`src/rtl/aclk_load_ctrl.sv`:
```
// aclk_load_ctrl: arbitrates two requesters that load the alarm-clock core's
// clock or alarm setting. Requests are range-checked, applied with a single
// load strobe, and clock loads are confirmed by reading the time back.
module aclk_load_ctrl #(
    parameter int unsigned VERIFY_TIMEOUT = 4
) (
    input  logic        clk,
    input  logic        reset_n,
    input  logic [1:0]  req_valid,
    output logic [1:0]  req_ready,
    input  logic [1:0]  req_alarm,
    input  logic [13:0] req_hm0,
    input  logic [13:0] req_hm1,
    output logic [1:0]  H_in1,
    output logic [3:0]  H_in0,
    output logic [3:0]  M_in1,
    output logic [3:0]  M_in0,
    output logic        LD_time,
    output logic        LD_alarm,
    input  logic [1:0]  H_out1,
    input  logic [3:0]  H_out0,
    input  logic [3:0]  M_out1,
    input  logic [3:0]  M_out0,
    output logic        busy,
    output logic        done,
    output logic        err,
    output logic [1:0]  err_code,
    output logic        grant_id
);

    typedef enum logic [1:0] {
        ST_IDLE   = 2'd0,
        ST_LOAD   = 2'd1,
        ST_HOLD   = 2'd2,
        ST_VERIFY = 2'd3
    } state_t;

    localparam logic [3:0] VCNT_LAST = 4'(VERIFY_TIMEOUT - 32'd1);

    // HH:MM payload is a legal 24-hour BCD time.
    function automatic logic hm_valid(input logic [13:0] hm);
        return (hm[13:12] <= 2'd2) && (hm[11:8] <= 4'd9) &&
               !((hm[13:12] == 2'd2) && (hm[11:8] > 4'd3)) &&
               (hm[7:4] <= 4'd5) && (hm[3:0] <= 4'd9);
    endfunction

    // BCD time plus one minute, wrapping 23:59 to 00:00.
    function automatic logic [13:0] hm_inc(input logic [13:0] hm);
        logic [1:0] h1;
        logic [3:0] h0;
        logic [3:0] m1;
        logic [3:0] m0;
        h1 = hm[13:12];
        h0 = hm[11:8];
        m1 = hm[7:4];
        m0 = hm[3:0];
        if (m0 != 4'd9) begin
            m0 = m0 + 4'd1;
        end else begin
            m0 = 4'd0;
            if (m1 != 4'd5) begin
                m1 = m1 + 4'd1;
            end else begin
                m1 = 4'd0;
                if ((h1 == 2'd2) && (h0 == 4'd3)) begin
                    h1 = 2'd0;
                    h0 = 4'd0;
                end else if (h0 == 4'd9) begin
                    h1 = h1 + 2'd1;
                    h0 = 4'd0;
                end else begin
                    h0 = h0 + 4'd1;
                end
            end
        end
        return {h1, h0, m1, m0};
    endfunction

    state_t      state_q, state_d;
    logic        last_grant_q, last_grant_d;
    logic [13:0] cap_hm_q, cap_hm_d;
    logic        cap_alarm_q, cap_alarm_d;
    logic        cap_id_q, cap_id_d;
    logic [13:0] din_q, din_d;
    logic        ld_time_q, ld_time_d;
    logic        ld_alarm_q, ld_alarm_d;
    logic        busy_q, busy_d;
    logic        done_q, done_d;
    logic        err_q, err_d;
    logic [1:0]  err_code_q, err_code_d;
    logic        grant_id_q, grant_id_d;
    logic [3:0]  vcnt_q, vcnt_d;

    logic        grant_s;
    logic [1:0]  req_ready_s;
    logic [13:0] payload_s;
    logic        alarm_s;
    logic [13:0] readback_s;
    logic        match_s;

    // Round-robin grant and combinational ready, offered only in IDLE.
    always_comb begin
        if (req_valid == 2'b11) begin
            grant_s = ~last_grant_q;
        end else if (req_valid[1]) begin
            grant_s = 1'b1;
        end else begin
            grant_s = 1'b0;
        end
        if (reset_n && (state_q == ST_IDLE) && (req_valid != 2'b00)) begin
            req_ready_s = grant_s ? 2'b10 : 2'b01;
        end else begin
            req_ready_s = 2'b00;
        end
        payload_s  = grant_s ? req_hm1 : req_hm0;
        alarm_s    = grant_s ? req_alarm[1] : req_alarm[0];
        readback_s = {H_out1, H_out0, M_out1, M_out0};
        match_s    = (readback_s == cap_hm_q) || (readback_s == hm_inc(cap_hm_q));
    end

    // Next-state and registered-output logic of the load sequence.
    always_comb begin
        state_d      = state_q;
        last_grant_d = last_grant_q;
        cap_hm_d     = cap_hm_q;
        cap_alarm_d  = cap_alarm_q;
        cap_id_d     = cap_id_q;
        din_d        = din_q;
        ld_time_d    = 1'b0;
        ld_alarm_d   = 1'b0;
        done_d       = 1'b0;
        err_d        = 1'b0;
        err_code_d   = 2'd0;
        grant_id_d   = 1'b0;
        vcnt_d       = vcnt_q;
        case (state_q)
            ST_IDLE: begin
                if (req_ready_s != 2'b00) begin
                    last_grant_d = grant_s;
                    cap_id_d     = grant_s;
                    if (hm_valid(payload_s)) begin
                        cap_hm_d    = payload_s;
                        cap_alarm_d = alarm_s;
                        din_d       = payload_s;
                        ld_time_d   = ~alarm_s;
                        ld_alarm_d  = alarm_s;
                        state_d     = ST_LOAD;
                    end else begin
                        err_d      = 1'b1;
                        err_code_d = 2'd1;
                        grant_id_d = grant_s;
                    end
                end else begin
                    state_d = ST_IDLE;
                end
            end
            ST_LOAD: begin
                state_d = ST_HOLD;
            end
            ST_HOLD: begin
                if (cap_alarm_q) begin
                    done_d     = 1'b1;
                    grant_id_d = cap_id_q;
                    state_d    = ST_IDLE;
                end else begin
                    vcnt_d  = 4'd0;
                    state_d = ST_VERIFY;
                end
            end
            ST_VERIFY: begin
                if (match_s) begin
                    done_d     = 1'b1;
                    grant_id_d = cap_id_q;
                    state_d    = ST_IDLE;
                end else if (vcnt_q == VCNT_LAST) begin
                    err_d      = 1'b1;
                    err_code_d = 2'd2;
                    grant_id_d = cap_id_q;
                    state_d    = ST_IDLE;
                end else begin
                    vcnt_d = vcnt_q + 4'd1;
                end
            end
            default: begin
                state_d = ST_IDLE;
            end
        endcase
        busy_d = (state_d != ST_IDLE);
    end

    // State and output registers with synchronous active-low reset.
    always_ff @(posedge clk) begin
        if (!reset_n) begin
            state_q      <= ST_IDLE;
            last_grant_q <= 1'b1;
            cap_hm_q     <= 14'd0;
            cap_alarm_q  <= 1'b0;
            cap_id_q     <= 1'b0;
            din_q        <= 14'd0;
            ld_time_q    <= 1'b0;
            ld_alarm_q   <= 1'b0;
            busy_q       <= 1'b0;
            done_q       <= 1'b0;
            err_q        <= 1'b0;
            err_code_q   <= 2'd0;
            grant_id_q   <= 1'b0;
            vcnt_q       <= 4'd0;
        end else begin
            state_q      <= state_d;
            last_grant_q <= last_grant_d;
            cap_hm_q     <= cap_hm_d;
            cap_alarm_q  <= cap_alarm_d;
            cap_id_q     <= cap_id_d;
            din_q        <= din_d;
            ld_time_q    <= ld_time_d;
            ld_alarm_q   <= ld_alarm_d;
            busy_q       <= busy_d;
            done_q       <= done_d;
            err_q        <= err_d;
            err_code_q   <= err_code_d;
            grant_id_q   <= grant_id_d;
            vcnt_q       <= vcnt_d;
        end
    end

    assign req_ready = req_ready_s;
    assign H_in1     = din_q[13:12];
    assign H_in0     = din_q[11:8];
    assign M_in1     = din_q[7:4];
    assign M_in0     = din_q[3:0];
    assign LD_time   = ld_time_q;
    assign LD_alarm  = ld_alarm_q;
    assign busy      = busy_q;
    assign done      = done_q;
    assign err       = err_q;
    assign err_code  = err_code_q;
    assign grant_id  = grant_id_q;

endmodule

```
`config.mk`:
```
export PLATFORM = sky130hd
export DESIGN_NAME = aclk_load_ctrl
export DESIGN_NICKNAME = d
export VERILOG_FILES = /design/src/rtl/aclk_load_ctrl.sv
export SDC_FILE = /design/constraint.sdc
export NUM_CORES = 1
export LEC_CHECK = 0
export ABC_AREA = 0
export CAP_MARGIN = 20
export CORE_ASPECT_RATIO = 0.8
export CORE_MARGIN = 1
export CORE_UTILIZATION = 35
export DETAILED_ROUTE_END_ITERATION = 12
export RECOVER_POWER = 25
export SLEW_MARGIN = 20
export SYNTH_ARGS = -nofsm -noshare
export SYNTH_HDL_FRONTEND = slang
export SYNTH_SLANG_ARGS = --single-unit
```
`constraint.sdc`:
```
create_clock -name clk -period 3.9 [get_ports clk]
set_input_delay 0.585 -clock clk [delete_from_list [all_inputs] [get_ports clk]]
set_output_delay 0.585 -clock clk [all_outputs]
set_load 0.005 [all_outputs]
```
Yosys cells after proc, flatten, opt, wreduce, memory -nomap -nowiden
Cells that the tools add are included.
{"block": "totals", "romBits": 0, "output_inout_bits": 24, "elab_cells": 106, "reg_bits": 31, "latchBits": 0, "in_bits": 48, "ram_bits": 0, "n_memories": 0}
{"block": "op_classes", "div": 0, "n_mul": 0, "addsub": 5, "n_shift": 0, "order_cmp": 5, "bitwise": 2, "mux": 46, "reduce_logical": 19, "eq_ne": 16}
{"cell": "$mux W4", "n": 10}
{"cell": "$eq A14 B14 Y1", "n": 2}
{"cell": "$mux W2", "n": 13}
{"cell": "$add A4 B1 Y4 const B", "n": 4}
{"cell": "$mux W1", "n": 16}
{"cell": "$mux W14", "n": 1}
{"cell": "$eq A2 B2 Y1 const B", "n": 5}
{"cell": "$eq A4 B2 Y1 const B", "n": 2}
{"cell": "$le A4 B4 Y1 const B", "n": 2}
{"cell": "$logic_and A1 B1 Y1", "n": 8}
{"cell": "$pmux W2 S4", "n": 1}
{"cell": "$pmux W4 S2", "n": 1}
{"cell": "$reduce_and A4 Y1", "n": 2}
{"cell": "$reduce_bool A2 Y1", "n": 4}
{"cell": "$ne A2 B2 Y1 const B", "n": 3}
{"cell": "$eq A4 B4 Y1 const B", "n": 1}
{"cell": "$gt A4 B2 Y1 const B", "n": 1}
{"cell": "$le A4 B3 Y1 const B", "n": 1}
{"cell": "$ne A4 B3 Y1 const B", "n": 1}
{"cell": "$ne A4 B4 Y1 const B", "n": 1}
{"cell": "$pmux W1 S2", "n": 2}
{"cell": "$pmux W2 S2", "n": 1}
{"cell": "$pmux W1 S3", "n": 1}
{"cell": "$reduce_and A3 Y1", "n": 1}
{"cell": "8 further kinds", "n": 9}

Longest topological paths before layout
{"block": "logic_depth", "depth_word": 13, "ltp_mapped": 11, "depth_no_buf": 11}

Least setup slack after synthesis
OpenSTA, ideal clock, no wires.
{"block": "synth_timing", "kind": "reg2reg", "start": "register, netlist name din_q[8]", "end": "register grant_id_q, in the netlist grant_id", "path_slack_ns": 1.191, "arrival_ns": 2.622, "setup_time_ns": 0.087, "period_less_slack_ns": 2.709, "path_buffers": 0, "t_required_ns": 3.813, "path_stages_with_launch": 11, "cell_sequence": "dfxtp_1 ha_1 nor4bb_1 o211ai_1 mux2_1 nand4_1 or4_1 or4_4 nand2_4 a222oi_1 nor4b_2"}
{"element": "end signal: assignment", "line_no": "221", "rtl": "grant_id_q <= grant_id_d;"}
{"element": "end: declaration", "line_no": "91", "rtl": "logic grant_id_q, grant_id_d;"}

==> results.json <==
{
  "outcome": "finished, final reports clean",
  "ys_seq_area_frac": 0.270,
  "drcViolationCount": 0,
  "totalWireLength_um": 6180,
  "cts_made_buffers": 5,
  "io_pins": 72,
  "p_per_area_nw_per_um2": 242,
  "vias": 2235,
  "grt_pass1_wl_um": 10300,
  "finalSetupTns_ns": 0,
  "drive_above_1_share": 0.0514,
  "root_buffer": "clkbuf_8",
  "cts_resized": 0,
  "cts_max_level": 2,
  "synth_cell_type_count": 56,
  "fin_crit_sh": 0.797,
  "place.gp.congestion": 0.820,
  "drtIter0Drc": 117,
  "synth_cells": 284,
  "setup_viol": 0,
  "hold_path_class": "reg2reg",
  "fin_skew_ns": 0.00540,
  "cts_setup_buffers": 0,
  "cp.arrival_ns": 3.31,
  "ys_ff_latch": 31,
  "clkLatencyLatePin_ns": 0.29,
  "grt_overflow": 0,
  "syn_nets": 341,
  "rsz0062_at_grt": "no",
  "grt_pass1_vias": 2150,
  "chipWidth_um": 92.5,
  "die_h_um": 74.4,
  "critical_path_class": "reg2reg",
  "rows": 25,
  "finalHoldWorstSlack_ns": 0.514,
  "core_um2": 6100,
  "leakagePower_nw": 1.15,
  "cts_tree": "yes",
  "num-fill-cells": 596,
  "worst_ep_required_time_ns": 4.11,
  "holdBufCountCts": 0,
  "synth_common_cells": "dfxtp_1 (31), o21ai_0 (25), nand3_1 (19)",
  "area_growth_pct": 35.9,
  "nets": 406,
  "ys_async_sr_fraction": 0,
  "ctsLongestPathBuffers": 2,
  "portBuffers": 71,
  "die_area_um2": 6890,
  "antenna_cells": 0,
  "start_kind": "register",
  "finalHoldViolations": 0,
  "synth-edff-count": 0,
  "period_needed_ns": 3.11,
  "ant_nets": 0,
  "worstPathMaxFanout": 10,
  "synth_top_area_share": 0.270,
  "clock_sinks": 31,
  "avgRoutedWirePerCell_um": 14.3,
  "relSlewSlack": 0.210,
  "dp_hpwl_um": 4750,
  "grt_max_degree": 31,
  "tightestPinTransition_ns": 1.19,
  "cp-end-kind": "register",
  "first_pass_iters": 4,
  "synth_warnings": 0,
  "maxCapViolations": 0,
  "initial_core_util": 0.376,
  "fmax_ghz": 0.322,
  "instances_no_fill": 431,
  "slew_violations": 0,
  "dp_cells": 423,
  "via_per_inst": 5.19,
  "netlist_area_um2": 2290,
  "antenna_found_initial": 0,
  "syn_area_per_cell_um2": 8.08,
  "ys_top_cells_by_area": "dfxtp_1 (27%), mux2i_1 (6.5%), xnor2_1 (6.5%)",
  "ys.flop_type": "dfxtp_1",
  "synth_top_area_cell": "dfxtp_1",
  "post-synth-top-count-cell": "dfxtp_1",
  "groute.usage.overall": 0.191,
  "ir_drop_mv": 0.112,
  "clk_pin_slew_ns": 0.06
}
-- where the power goes --
part / internal, mW / switching [mW] / total [mW]
Combinational: 0.0983 / 0.0675 / 0.166
Clock: 0.124 / 0.125 / 0.250
Sequential: 0.327 / 0.0133 / 0.340
-- metrics by stage --
stage | area (um2) | util | power [mW] | setup WS [ns]
floorplan | 2290 | - | 0.423 | 1.19
global placement | 3040 | 0.498 | 0.515 | 0.745
detailed placement | 3040 | 0.498 | 0.515 | 0.663
CTS | 3120 | 0.512 | 0.765 | 0.838
global route | 3120 | 0.511 | 0.790 | 0.608
finish | 3120 | 0.511 | 0.756 | 0.792
-- layer usage --
| metal | part of all wire | vias up | track usage | routed length (um) |
|---|---|---|---|---|
| li1 | - | 1160 | - | - |
| met2 | 0.42 | 67 | 0.291 | 2580 |
| met1 | 0.50 | 999 | 0.268 | 3090 |
| met4 | 0.015 | 0 | 0.0573 | 95 |
| met3 | 0.066 | 9 | 0.0460 | 406 |
| met5 | 0 | - | 0 | 0 |
-- cell usage in the layout, fill, tap and decap left out, drive strengths merged, types with 8 or more instances in the layout --
master / n
clkdlybuf4s50: 59
dfxtp: 31
o21ai: 25
nand2: 20
nand3: 19
nor2: 17
xnor2: 17
mux2i: 15
inv: 13
a21oi: 13
dlygate4sd3: 12
ha: 9
nand4: 8
and2: 8
-- final timing paths --
check	start	end	slack [ns]	depth (start not counted)
setup / recovery	din_q[8]$_SDFFE_PN0P_	grant_id$_SDFF_PN0_	0.79	10
hold / removal	vcnt_q[0]$_SDFFE_PN0P_	vcnt_q[0]$_SDFFE_PN0P_	0.51	2
setup reg to reg	din_q[8]$_SDFFE_PN0P_	grant_id$_SDFF_PN0_	0.79	10
hold reg to reg	vcnt_q[0]$_SDFFE_PN0P_	vcnt_q[0]$_SDFFE_PN0P_	0.51	2
-- logic make-up after synthesis --
group           after synthesis  share of synthesized area
compound gates               69                      0.195
buf+inv                      29                     0.0627
xor+xnor                     19                     0.0725
flops                        31                      0.270
mux                          17                     0.0752
fa+ha+maj                     9                     0.0491
simple gates                110                      0.275
-- worst max-delay path, cell delays in order (launching register included) --
cell and delay (ns):
dfxtp_1 0.55, ha_1 0.31, nor4bb_1 0.33, o211ai_1 0.15
mux2_1 0.24, nand4_1 0.10, or4_1 0.40, or4_4 0.46
nand2_4 0.15, a222oi_1 0.10, nor4b_2 0.25
-- registers in the layout (all words and copies together) (netlist names) --
| register | cells |
|---|---|
| cap_id_q | 1 |
| err | 1 |
| cap_alarm_q | 1 |
| state_q | 2 |
| err_code | 2 |
| din_q | 14 |
| LD_alarm | 1 |
| done | 1 |
| LD_time | 1 |
| busy | 1 |
| vcnt_q | 4 |
| last_grant_q | 1 |
| grant_id | 1 |
-- cell type report --
cell class / count / area [um2] / area share
well taps: 81 / 101 / 0.0325
multi-input cells: 224 / 1530 / 0.492
clock buffers: 6 / 72.6 / 0.0233
repair buffers: 74 / 729 / 0.234
clock inverters: 2 / 12.5 / 0.00401
flip-flops and latches: 31 / 621 / 0.199
inverters: 13 / 48.8 / 0.0156
Power figures use the tool's default switching activity.
